## src/rtl/f2s_handshake_rx.sv

```systemverilog
// rtl/f2s_handshake_rx.sv - bclk-side receiver of a four-phase req/ack crossing with bundled data
// Optional request-hold timeout flag enabled by defining TIMEOUT_EN.
module f2s_handshake_rx #(
  parameter int DW          = 8,
  parameter int SYNC_STAGES = 2
`ifdef TIMEOUT_EN
  ,parameter int TO_CYCLES  = 64
`endif
) (
  input  logic          bclk,
  input  logic          rst,
  input  logic          areq,
  input  logic [DW-1:0] adat,
  output logic          aack,
  output logic [DW-1:0] bdat,
  output logic          bvalid,
`ifdef TIMEOUT_EN
  output logic          to_err,
`endif
  input  logic          bready
);

  typedef enum logic [1:0] {
    IDLE  = 2'd0,
    VALID = 2'd1,
    ACK   = 2'd2,
    DRAIN = 2'd3
  } state_t;

  state_t state, state_n;

  logic [SYNC_STAGES-1:0] sync_q;
  logic [SYNC_STAGES-1:0] prime_q;
  logic                   areq_s;
  logic                   primed;
  logic                   aack_n;
  logic                   bvalid_n;
  logic                   capture;

  // prime_q marks when the last sync stage holds a post-reset sample, so a
  // request held high through reset cannot masquerade as a low in DRAIN.
  always_ff @(posedge bclk or posedge rst) begin
    if (rst) begin
      sync_q  <= '0;
      prime_q <= '0;
    end else begin
      sync_q  <= {sync_q[SYNC_STAGES-2:0], areq};
      prime_q <= {prime_q[SYNC_STAGES-2:0], 1'b1};
    end
  end

  assign areq_s = sync_q[SYNC_STAGES-1];
  assign primed = prime_q[SYNC_STAGES-1];

  always_comb begin
    state_n  = state;
    aack_n   = aack;
    bvalid_n = bvalid;
    capture  = 1'b0;
    case (state)
      DRAIN: begin
        aack_n   = 1'b0;
        bvalid_n = 1'b0;
        if (primed && !areq_s) state_n = IDLE;
      end
      IDLE: begin
        aack_n   = 1'b0;
        bvalid_n = 1'b0;
        if (areq_s) begin
          capture  = 1'b1;
          bvalid_n = 1'b1;
          state_n  = VALID;
        end
      end
      VALID: begin
        if (bready) begin
          bvalid_n = 1'b0;
          aack_n   = 1'b1;
          state_n  = ACK;
        end
      end
      ACK: begin
        if (!areq_s) begin
          aack_n  = 1'b0;
          state_n = IDLE;
        end
      end
      default: state_n = DRAIN;
    endcase
  end

  always_ff @(posedge bclk or posedge rst) begin
    if (rst) begin
      state  <= DRAIN;
      aack   <= 1'b0;
      bvalid <= 1'b0;
      bdat   <= '0;
    end else begin
      state  <= state_n;
      aack   <= aack_n;
      bvalid <= bvalid_n;
      if (capture) bdat <= adat;
    end
  end

`ifdef TIMEOUT_EN
  localparam int CW = ($clog2(TO_CYCLES + 1) > 8) ? $clog2(TO_CYCLES + 1) : 8;

  logic [CW-1:0] to_cnt;
  logic [CW-1:0] to_cnt_inc;

  assign to_cnt_inc = (to_cnt >= CW'(TO_CYCLES)) ? to_cnt : to_cnt + 1'b1;

  // to_cnt is the number of edges already spent in ACK; the flag only observes the FSM.
  always_ff @(posedge bclk or posedge rst) begin
    if (rst) begin
      to_cnt <= '0;
      to_err <= 1'b0;
    end else begin
      if (state == VALID && state_n == ACK) to_cnt <= '0;
      else if (state == ACK)                to_cnt <= to_cnt_inc;
      if (state == ACK && areq_s && to_cnt_inc >= CW'(TO_CYCLES)) to_err <= 1'b1;
    end
  end
`endif

endmodule

```

## config.mk

```make
export PLATFORM = sky130hd
export DESIGN_NAME = f2s_handshake_rx
export DESIGN_NICKNAME = d
export VERILOG_FILES = /design/src/rtl/f2s_handshake_rx.sv
export SDC_FILE = /design/constraint.sdc
export NUM_CORES = 1
export LEC_CHECK = 0
export CAP_MARGIN = 20
export CORE_UTILIZATION = 35
export DETAILED_ROUTE_END_ITERATION = 8
export RECOVER_POWER = 25
export SLEW_MARGIN = 20
export SYNTH_ARGS = -nofsm -noshare
export SYNTH_HDL_FRONTEND = slang
export SYNTH_SLANG_ARGS = --single-unit
```

## constraint.sdc

```tcl
create_clock -name bclk -period 1.4 [get_ports bclk]
set_input_delay 0.21 -clock bclk [delete_from_list [all_inputs] [get_ports bclk]]
set_output_delay 0.21 -clock bclk [all_outputs]
set_load 0.03 [all_outputs]
```

==> impl_metrics.py, run 1 <==
metrics = {
    "outcome": {
        "status": "finished clean",
    },
    "clock_network": {
        "post_cts_buffers": 0,
        "numCtsBuffers": 3,
        "cts_tree": "done",
        "cts_sinks": 16,
        "clk_latency_ns": 0.28,
        "cts-root-buf": "clkbuf_4",
        "h-tree-depth": 1,
        "clock_tree.buffer_depth": 2,
        "path_clk_slew_ns": 0.10,
    },
    "floorplan": {
        "die-area_mm2": 0.00208,
        "start_util": 0.381,
        "die_h_um": 45.6,
        "io_pins": 22,
        "rows": 15,
        "die_w_um": 45.6,
        "core_area_mm2": 0.00175,
    },
    "synthesis": {
        "synth_cells": 44,
        "yosysSeqAreaShare": 0.605,
        "synth_nets": 56,
        "synth_top_area_frac": 0.526,
        "ys_ff_latch": 16,
        "synthTopCellsByArea": "dfrtp_1 53%, mux2_4 18%, dfstp_2 7.9%, buf_12 3.0%, nor2_8 3.0%",
        "ys_warn_count": 0,
        "netlist_area_um2": 666,
        "yosys.area.top_type": "dfrtp_1",
        "ys_types": 15,
        "syn_avg_cell_area_um2": 15.1,
    },
    "sta": {
        "clock_skew_ns": 0.0123,
        "holdWs_ns": 0.352,
        "worst_slew_pin_slew_ns": 0.836,
        "hold_viol": 0,
        "slew_headroom": 0.443,
        "finalCritPeriodShare": 0.911,
        "setup_viol": 0,
        "grt_setup_unrepaired": "no",
        "period_minus_slack_ns": 1.28,
        "fmax_mhz": 784,
        "slew_viol_final": 0,
        "finalSetupTns_ns": 0,
    },
    "critical_path": {
        "cp_data_required_time_ns": 1.19,
        "crit_path_top_delay_cell": "dlygate4sd2_1",
        "path_cells": "dlygate4sd2_1",
        "max_stage_delay_ns": 0.41,
        "end_kind": "primary output",
        "cp.arrival_ns": 1.07,
        "cp.buffers_inverters": 1,
        "critPathMaxFanout": 3,
        "cp_top_family": "buffers and inverters",
        "critPathLaunchType": "register",
        "critical_path_class": "reg -> out",
    },
    "layout": {
        "final_design_area_no_fill_um2": 905,
        "antenna_cells": 0,
        "utilization": 0.518,
        "syn_to_final_growth_pct": 35.9,
        "drive_gt1_frac": 0.217,
        "nets": 82,
    },
    "place": {
        "place_area_um2": 895,
        "place.gp.congestion": 0.771,
        "port_buffers": 21,
        "dp_hpwl_um": 731,
    },
    "drt": {
        "drc": 0,
        "wl_per_cell_um": 10.5,
        "vias": 404,
        "via_per_inst": 4.30,
        "drt_iter0_markers": 1,
        "first_pass_iters": 4,
        "routed_wl_um": 984,
        "ant_nets": 0,
    },
    "global_routing": {
        "grt_usage": 0.124,
        "grt_pass1_wl_um": 1680,
        "antenna_found_initial": 0,
        "grt_max_degree": 17,
        "grt-ovfl-total": 0,
        "grt_pass1_vias": 374,
    },
    "power": {
        "power_density_mw_per_mm2": 2200,
        "leakage_nw": 0.424,
        "vdd_drop_max_mv": 1.04,
        "p_total_mw": 1.99,
    },
    "run": {
        "cap_violations": 0,
    },
    "worst_hold_path": {
        "hp-class": "reg -> reg",
    },
}
==> cell usage after synthesis <==
master,number
conb_1,1
nor2_1,1
buf_12,1
mux2_4,8
nand2_1,1
o21ai_0,3
nand2b_4,1
a21oi_1,3
a31o_1,1
nand3b_1,2
o32ai_1,1
nor2_8,1
dfstp_2,2
dfrtp_1,14
inv_1,4
==> layer usage <==
layer  vias to the layer above  track usage  part of all wire  routed length [um]
li1                        199            -                 -                   -
met1                       192        0.157              0.46                 453
met2                        11        0.169              0.47                 467
met3                         2       0.0397             0.046                  45
met4                         0        0.109             0.018                  18
met5                         -            0                 0                   0
==> final timing paths <==
kind                           start         to  cells after the start  slack [ns]
max                           bvalid     bvalid                      1        0.12
min                        sync_q[0]  sync_q[1]                      0        0.35
max reg2reg                 state[0]    bdat[1]                      3        0.17
min reg2reg                sync_q[0]  sync_q[1]                      0        0.35
max in group asynchronous        rst  sync_q[1]                      3        0.28
min in group asynchronous        rst    bdat[0]                      3        0.59
==> kinds of logic (layout without fill, tap and decap cells) <==
family | count (synthesis) | in the layout | share of synthesized area
compound gates | 8 | 8 | 0.0714
simple gates | 6 | 6 | 0.0846
other cells | 1 | 1 | 0.00563
flops | 16 | 16 | 0.605
mux | 8 | 8 | 0.180
buf+inv | 5 | 30 | 0.0526
==> flip-flops by register name, summed over array words and instances (netlist names) <==
name and flops:
bdat 8, prime_q 2, state 2, sync_q 2, aack 1, bvalid 1
==> per-stage QoR <==
stage                     std cells  worst slack [ns]
after floorplan                  44             0.224
after CTS                        94             0.104
after global placement           90             0.156
after global routing             94            0.0561
after detailed placement         90             0.156
final                            94             0.125
==> power by group <==
part,internal [mW],switching (mW)
Sequential,0.668,0.150
Combinational,0.439,0.492
Clock,0.110,0.134
Total,1.22,0.776
==> what timing repair did <==
| item | in CTS | in global routing |
|---|---|---|
| gates resized for setup | 10 | 0 |
| setup endpoints to repair | 10 | 0 |
| hold endpoints to repair | 0 | 0 |
| hold buffers | 0 | 0 |
==> placed cells by master (no fill, tap or decap), types with 2 or more instances in the layout <==
master / n
dfrtp_1: 14
dlygate4sd2_1: 10
clkdlybuf4s50_1: 9
mux2_4: 8
inv_1: 4
a21oi_1: 3
o21ai_0: 3
clkbuf_4: 3
nand3b_1: 2
clkbuf_1: 2
dlygate4sd3_1: 2
dfstp_2: 2
==> area by class of cell <==
type | count | area, um^2
sequential | 16 | 403
tap | 25 | 31.3
fill | 162 | 841
clock buffer | 4 | 26.3
inverter | 4 | 15.0
timing repair buffer | 22 | 201
multi-input combinational | 23 | 228
Power figures use the tool's default switching activity.
==> run 2: changes to the inputs <==
--- a/config.mk
+++ b/config.mk
@@ -8,6 +8,7 @@
 export CAP_MARGIN = 20
 export CORE_UTILIZATION = 35
 export DETAILED_ROUTE_END_ITERATION = 8
+export GPL_ROUTABILITY_DRIVEN = 0
 export RECOVER_POWER = 25
 export SLEW_MARGIN = 20
 export SYNTH_ARGS = -nofsm -noshare
==> results of run 2 <==
Same layout as run 1: the final DEF is identical, and so are final timing and power.
==> run 3: changes to the inputs <==
--- a/config.mk
+++ b/config.mk
@@ -5,7 +5,7 @@
 export SDC_FILE = /design/constraint.sdc
 export NUM_CORES = 1
 export LEC_CHECK = 0
-export CAP_MARGIN = 20
+export CAP_MARGIN = 0
 export CORE_UTILIZATION = 35
 export DETAILED_ROUTE_END_ITERATION = 8
 export GPL_ROUTABILITY_DRIVEN = 0
==> results of run 3 <==
Same layout as run 1: the final DEF is identical, and so are final timing and power.
